File: config.mk
export PLATFORM = sky130hd
export DESIGN_NAME = mem_port_arbiter
export DESIGN_NICKNAME = d
export VERILOG_FILES = /design/src/rtl/arb_pkg.sv /design/src/rtl/arb_pick.sv /design/src/rtl/mem_port_arbiter.sv
export SDC_FILE = /design/constraint.sdc
export NUM_CORES = 1
export LEC_CHECK = 0
export BUFFER_PORTS_ARGS = -buffer_cell sky130_fd_sc_hd__buf_4
export CAP_MARGIN = 20
export CORE_MARGIN = 5
export CORE_UTILIZATION = 36
export CTS_CLUSTER_SIZE = 8
export DETAILED_ROUTE_END_ITERATION = 10
export PLACE_DENSITY = 0.8
export SLEW_MARGIN = 10
export SYNTH_ARGS = -nofsm -noshare
export SYNTH_HDL_FRONTEND = slang
export SYNTH_SLANG_ARGS = --single-unit
File: constraint.sdc
create_clock -name clk_i -period 1.9 [get_ports clk_i]
set_input_delay 0.38 -clock clk_i [delete_from_list [all_inputs] [get_ports clk_i]]
set_output_delay 0.38 -clock clk_i [all_outputs]
set_load 0.1 [all_outputs]
File: src/rtl/arb_pkg.sv
// Shared types and constants for the fetch/data memory port arbiter.
package arb_pkg;

  typedef enum logic [1:0] {
    IDLE = 2'd0,
    BUSY = 2'd1,
    RESP = 2'd2
  } state_t;

  localparam logic REQ_FETCH = 1'b0;
  localparam logic REQ_DATA  = 1'b1;

  localparam int TIMEOUT_DEF = 16;
  localparam int CNT_W       = $clog2(TIMEOUT_DEF);

  function automatic int cnt_w(input int t);
    return (t < 2) ? 1 : $clog2(t);
  endfunction

endpackage

File: src/rtl/arb_pick.sv
// Combinational winner selection between fetch and data requesters.
// Tie policy: round robin with ARB_ROUND_ROBIN_EN, else data wins.
module arb_pick
  import arb_pkg::*;
(
  input  logic req0,
  input  logic req1,
  input  logic last_winner,
  output logic win
);

  logic tie_win;

`ifdef ARB_ROUND_ROBIN_EN
  assign tie_win = ~last_winner;
`else
  logic unused_last;
  assign unused_last = last_winner;
  assign tie_win     = REQ_DATA;
`endif

  always_comb begin
    win = REQ_FETCH;
    unique case (1'b1)
      req0 & req1:  win = tie_win;
      req1 & ~req0: win = REQ_DATA;
      default:      win = REQ_FETCH;
    endcase
  end

endmodule

File: src/rtl/mem_port_arbiter.sv
// Single-port memory arbiter: fetch (0) vs data (1), with timeout.
// Tie policy selected by ARB_ROUND_ROBIN_EN (see arb_pick).
module mem_port_arbiter
  import arb_pkg::*;
#(
  parameter int ADDR_W  = 32,
  parameter int DATA_W  = 32,
  parameter int TIMEOUT = 16
) (
  input  logic              clk_i,
  input  logic              rst_i,
  input  logic              req0_i,
  input  logic [ADDR_W-1:0] addr0_i,
  input  logic              req1_i,
  input  logic              we1_i,
  input  logic [ADDR_W-1:0] addr1_i,
  input  logic [DATA_W-1:0] wdata1_i,
  output logic              gnt0_o,
  output logic              gnt1_o,
  output logic              done0_o,
  output logic              done1_o,
  output logic              err_o,
  output logic [DATA_W-1:0] rdata_o,
  output logic              sel_o,
  output logic              mem_en_o,
  output logic              mem_we_o,
  output logic [ADDR_W-1:0] mem_addr_o,
  output logic [DATA_W-1:0] mem_wdata_o,
  input  logic [DATA_W-1:0] mem_rdata_i,
  input  logic              mem_ready_i
);

  localparam int CW = cnt_w(TIMEOUT);
  localparam logic [CW-1:0] CNT_LAST = CW'(TIMEOUT - 1);

  state_t          state_q;
  state_t          state_d;
  logic [CW-1:0]   cnt_q;
  logic            sel_q;
  logic            last_q;
  logic            gnt0_q;
  logic            gnt1_q;
  logic            done0_q;
  logic            done1_q;
  logic            err_q;
  logic [DATA_W-1:0] rdata_q;
  logic            win;
  logic            busy;
  logic            any_req;
  logic            cnt_last;

  arb_pick u_pick (
    .req0        (req0_i),
    .req1        (req1_i),
    .last_winner (last_q),
    .win         (win)
  );

  assign busy     = (state_q == BUSY);
  assign any_req  = req0_i | req1_i;
  assign cnt_last = (cnt_q == CNT_LAST);

  always_comb begin
    state_d = state_q;
    unique case (state_q)
      IDLE:    if (any_req) state_d = BUSY;
      BUSY:    if (mem_ready_i || cnt_last) state_d = RESP;
      RESP:    state_d = IDLE;
      default: state_d = IDLE;
    endcase
  end

  always_ff @(posedge clk_i or negedge rst_i) begin
    if (!rst_i) begin
      state_q <= IDLE;
      cnt_q   <= '0;
      sel_q   <= 1'b0;
      last_q  <= 1'b1;
      gnt0_q  <= 1'b0;
      gnt1_q  <= 1'b0;
      done0_q <= 1'b0;
      done1_q <= 1'b0;
      err_q   <= 1'b0;
      rdata_q <= '0;
    end else begin
      state_q <= state_d;
      done0_q <= 1'b0;
      done1_q <= 1'b0;
      unique case (state_q)
        IDLE: begin
          if (any_req) begin
            sel_q  <= win;
            last_q <= win;
            gnt0_q <= ~win;
            gnt1_q <= win;
            cnt_q  <= '0;
          end
        end
        BUSY: begin
          // Ready beats the final timeout count.
          if (mem_ready_i) begin
            rdata_q <= mem_rdata_i;
            err_q   <= 1'b0;
            done0_q <= ~sel_q;
            done1_q <= sel_q;
          end else if (cnt_last) begin
            rdata_q <= '0;
            err_q   <= 1'b1;
            done0_q <= ~sel_q;
            done1_q <= sel_q;
          end else begin
            cnt_q <= cnt_q + 1'b1;
          end
        end
        RESP: begin
          gnt0_q <= 1'b0;
          gnt1_q <= 1'b0;
        end
        default: ;
      endcase
    end
  end

  assign gnt0_o  = gnt0_q;
  assign gnt1_o  = gnt1_q;
  assign done0_o = done0_q;
  assign done1_o = done1_q;
  assign err_o   = err_q;
  assign rdata_o = rdata_q;
  assign sel_o   = sel_q;

  assign mem_en_o    = busy;
  assign mem_we_o    = busy & sel_q & we1_i;
  assign mem_addr_o  = busy ? (sel_q ? addr1_i : addr0_i) : '0;
  assign mem_wdata_o = busy ? wdata1_i : '0;

endmodule
=== After elaboration in Yosys (flattened, before gate mapping) ===
Cells that the tools add are included.

* Register bits after elaboration: 44
* Logic and storage cells: 61
* Output and inout bits: 104

* Eq/ne operators: 7
* Reductions and logical operators: 11
* $add $sub $neg: 1
* Bitwise operators: 8
* Multiplexer cells: 25

{| class="wikitable"
|+ Operators by type and width
! operator !! number
|-
| $mux 32 || 5
|-
| $mux 4 || 3
|-
| $mux 1 || 11
|-
| $pmux 4 s2 || 1
|-
| $reduce_and 2->1 || 4
|-
| $ne 2x2->1 const B || 3
|-
| $reduce_bool 2->1 || 3
|-
| $add 4x1->4 const B || 1
|-
| $and 1x1->1 || 4
|-
| $eq 4x4->1 const B || 1
|-
| $mux 2 || 2
|-
| $pmux 1 s2 || 2
|-
| $pmux 2 s2 || 1
|-
| $reduce_and 4->1 || 1
|-
| $not 1->1 || 3
|-
| $eq 2x1->1 const B || 1
|-
| $eq 2x2->1 const B || 1
|-
| $logic_not 2->1 || 1
|-
| $ne 2x1->1 const B || 1
|-
| $reduce_or 2->1 || 1
|-
| $logic_or 1x1->1 || 1
|-
| $or 1x1->1 || 1
|}

=== Logic depth before layout (Yosys ltp) ===
* Depth in word-level cells: 7
* Mapped depth: 7
* Gate-level depth less buffers: 5

=== Cells and area by module ===
Synthesis repeated with hierarchy kept, for this count alone.

* Cells, all modules: 236
* Area total of the unflattened synthesis: 2,428.6 µm²

{| class="wikitable"
|+ By module, submodules not included
! module !! seq. area each (µm²) !! times used !! area each (µm²) !! cells an instance
|-
| mem_port_arbiter || 1,127.3 || 1 || 2,424.8 || 235
|-
| arb_pick || 0.0 || 1 || 3.8 || 1
|}

=== Worst setup path after synthesis ===
OpenSTA, ideal clock, no wires.

* Path type: register to output
* Start point: register sel_q, in the netlist sel_o
* End point: output mem_addr_o[10]
* Arrival time: 2.902 ns
* Stages on the path, launching flop included: 5
* Path slack: -1.382 ns
* Buffers on the path: 2
* Cell sequence: dfrtp_1 buf_2 buf_2 mux2i_1 nor2_1

* Longest elaborated chain between the ends: 2

{| class="wikitable"
|+ Ends and longest elaborated chain
! element !! line !! RTL
|-
| start: declaration || mem_port_arbiter.sv:39 || <nowiki>logic sel_q;</nowiki>
|-
| start signal: assignment || mem_port_arbiter.sv:92 || <nowiki>sel_q <= win;</nowiki>
|-
| $mux 32 (2 in a row) || mem_port_arbiter.sv:134 || <nowiki>assign mem_addr_o = busy ? (sel_q ? addr1_i : addr0_i) : '0;</nowiki>
|-
| end: declaration || mem_port_arbiter.sv:27 || <nowiki>output logic [ADDR_W-1:0] mem_addr_o,</nowiki>
|}

Every way passes these cells.

=== Final worst setup path ===
* Start point: register sel_q, in the netlist sel_o
* End point: output mem_addr_o[12]

Same word-level chain as after synthesis.

==> results.yml <==
cts:
  clockBufferDepth: 2
  cts.sinks: 44
  cts_root_buf: "clkbuf_8"
  cts_buffers: 5
  path_clk_slew_ps: 80
  clk_latency_ps: 290
  hold_buffers: 0
  cts_tree: "yes"
  cts_htree_levels: 2
yosys:
  ys_seq_area_share_pct: 45.69
  netlist_area_um2: 2410
  synth_nets: 371
  synth_area_leaders: "dfrtp_1, mux2i_1, a22o_1"
  netlist_top_cells_count: "dfrtp_1, nor2_1, a22o_1"
  synth_cell_type_count: 28
  synth_edf_count: 0
  synth_ff_type: "dfrtp_1"
  yosys.area.top_type: "dfrtp_1"
  synthCells: 236
  yosys_warnings: 0
  yosysTopAreaCellShare_pct: 45.69
  synth_area_per_cell_um2: 10.21
  async_reset_ff_share_pct: 100.0
  ys_seq_elements: 44
  synthMostInstantiatedCell: "dfrtp_1"
final_layout:
  stdcell_area_um2: 5273
  final_cells: 548
  layout.nets: 605
  diodes: 0
  utilization_pct: 82.10
  drive_gt1_share_pct: 74.52
  multi_input_area_um2: 1583
  fill_cells: 367
  seqCellArea_um2: 1105
  area_delta_synth_final_pct: 118.8
critical_path:
  crit_path_start_kind: "register"
  arrival_ps: 1580
  end_kind: "primary output"
  slowest_delay_ps: 520
  crit_fanout: 7
  rrSetupSlack_ps: 220
  crit_end: "mem_addr_o[12]"
  worstSetupPathType: "register to primary output"
  r2r-end: "rdata_o[19]"
  startpoint: "sel_o"
  crit_path_top_delay_cell: "dfrtp_4"
  timing.rr.start: "cnt_q[0]"
  critPathRequiredTime_ps: 1520
  reg2reg_depth: 5
  cp_cell_sequence: "buf_12, mux2i_1, nor2_4, buf_6"
detailed_routing:
  drtIter0Drc: 109
  drt_wl_total_um: 11200
  wire_per_inst_um: 20.43
  vias: 2831
  ant_nets: 0
  firstDrtPassIters: 4
  routed_via_density: 5.166
  drc: 0
global_routing:
  grt_pass1_vias: 2855
  grt_max_degree: 45
  grt_usage_pct: 23.12
  gr-usage-met2_pct: 43.76
  grtUsageMet1_pct: 24.37
  overflow: 0
  antenna_found_initial: 0
  grt_pass1_wl_um: 15530
  met3_usage_pct: 7.201
  busiest_layer: "met2"
floorplanning:
  row_count: 29
  core_um2: 6422
  die_w_um: 91.82
  start_util_pct: 37.52
  die_h_um: 91.82
  die_area_um2: 8430
  io_pins: 238
timing:
  min_period_over_period_pct: 103.1
  relSlewSlack_pct: 63.41
  rsz0062_at_grt: "true"
  fin_skew_ps: 7.327
  finalSetupViolCount: 29
  clock.fmax_mhz: 510.5
  hold_viol: 0
  max_slew.worst_pin.slew_ps: 548.8
  finalSetupTns_ps: -592.3
  fin_crit_ps: 1959
  drv_slew: 0
  setup_ws_ps: -58.86
placement:
  dpl_cell_area_um2: 4489
  place_inst: 535
  placement.io_buffers: 237
  hpwlAfterDp_um: 7366
  gp_congestion: 0.8578
outcome:
  status: "complete, but fails checks"
  violations: "negative setup slack"
run:
  drv_cap: 0
hold_path:
  min_path_type: "input pin to async pin"
[worst max-delay path: cells and delay by family (launching register included)]
family        cells  cell delay [ps]
buf+inv           2              360
flops             1              520
mux               1              360
simple gates      1               40
[repair_timing]
| action | 4_1_cts | 5_1_grt |
|---|---|---|
| pin swaps | 1 | 1 |
| setup buffers | 4 | 0 |
| gates resized for setup | 92 | 54 |
| endpoints found under the setup margin | 66 | 65 |
| cloned | 0 | 1 |
[cell usage in the layout, fill, tap and decap left out]
master     instances
or2_2              1
and3_2             1
a22oi_1            1
dfrtp_4            1
o31ai_1            2
dfrtp_1           43
a31oi_1            1
clkbuf_16          1
nand2b_1           1
mux2i_2           21
inv_1              3
nor2_1             5
buf_8             15
nor2_4            32
buf_12            19
and2_2            26
clkinv_2           2
inv_8              1
and2_4             7
nor3_1             1
nand2b_4           1
ha_1               1
buf_4            176
o21ai_1            1
nand2_1            7
nand3_1            6
a22o_1            33
mux2i_1            6
buf_16             1
o211ai_1           1
mux2i_4            5
a21oi_1            4
a311oi_1           1
buf_6             35
a41oi_1            1
o21ai_0            2
clkbuf_8           6
[how the worst min path moves through the flow]
stage	slack (ps)	to	startpoint
after floorplan	80	cnt_q[0]	rst_i
after global placement	400	rdata_o[15]	rst_i
after detailed placement	410	rdata_o[12]	rst_i
after CTS	80	rdata_o[8]	rst_i
after global routing	100	rdata_o[8]	rst_i
final	70	rdata_o[12]	rst_i
[sequential cells by signal (all words and copies together) (netlist names)]
register / flops
gnt0_o: 1
gnt1_o: 1
done0_o: 1
rdata_o: 32
done1_o: 1
sel_o: 1
cnt_q: 4
err_o: 1
state_q: 2
[layout make-up]
type                       count  area share, %
clock buffer                   6          1.566
clock inverter                 2         0.1898
inverter                       4         0.4271
multi-input combinational    168          30.02
sequential                    44          20.95
tap                           77          1.827
timing repair buffer         247          45.02
[cell families (layout without fill, tap and decap cells)]
family | count (synthesis) | after routing | share of synthesized area, %
flip-flops | 44 | 44 | 45.69
multiplexers | 32 | 32 | 13.29
AND/OR/NAND/NOR | 88 | 88 | 18.02
AO/OA/AOI/OAI | 47 | 47 | 15.68
adder cells (fa/ha/maj) | 1 | 1 | 0.5191
buffers and inverters | 24 | 259 | 6.802
[metal layers]
layer  vias up  wire length (µm)
met4         0               286
met5         -                 0
met1      1348              3905
li1       1295                 -
met3        20               980
met2       168              6024
[through the flow]
stage               hold WS (ps)  setup WS (ps)
CTS                        79.51         -20.20
floorplan                  84.41         -112.5
global placement           398.1          51.79
detailed placement         406.0          45.78
global route               103.4         -127.0
finish                     67.64         -58.86
Power is not shown: default switching activity piles up to over one toggle a cycle in this logic, so the estimate is an artifact.
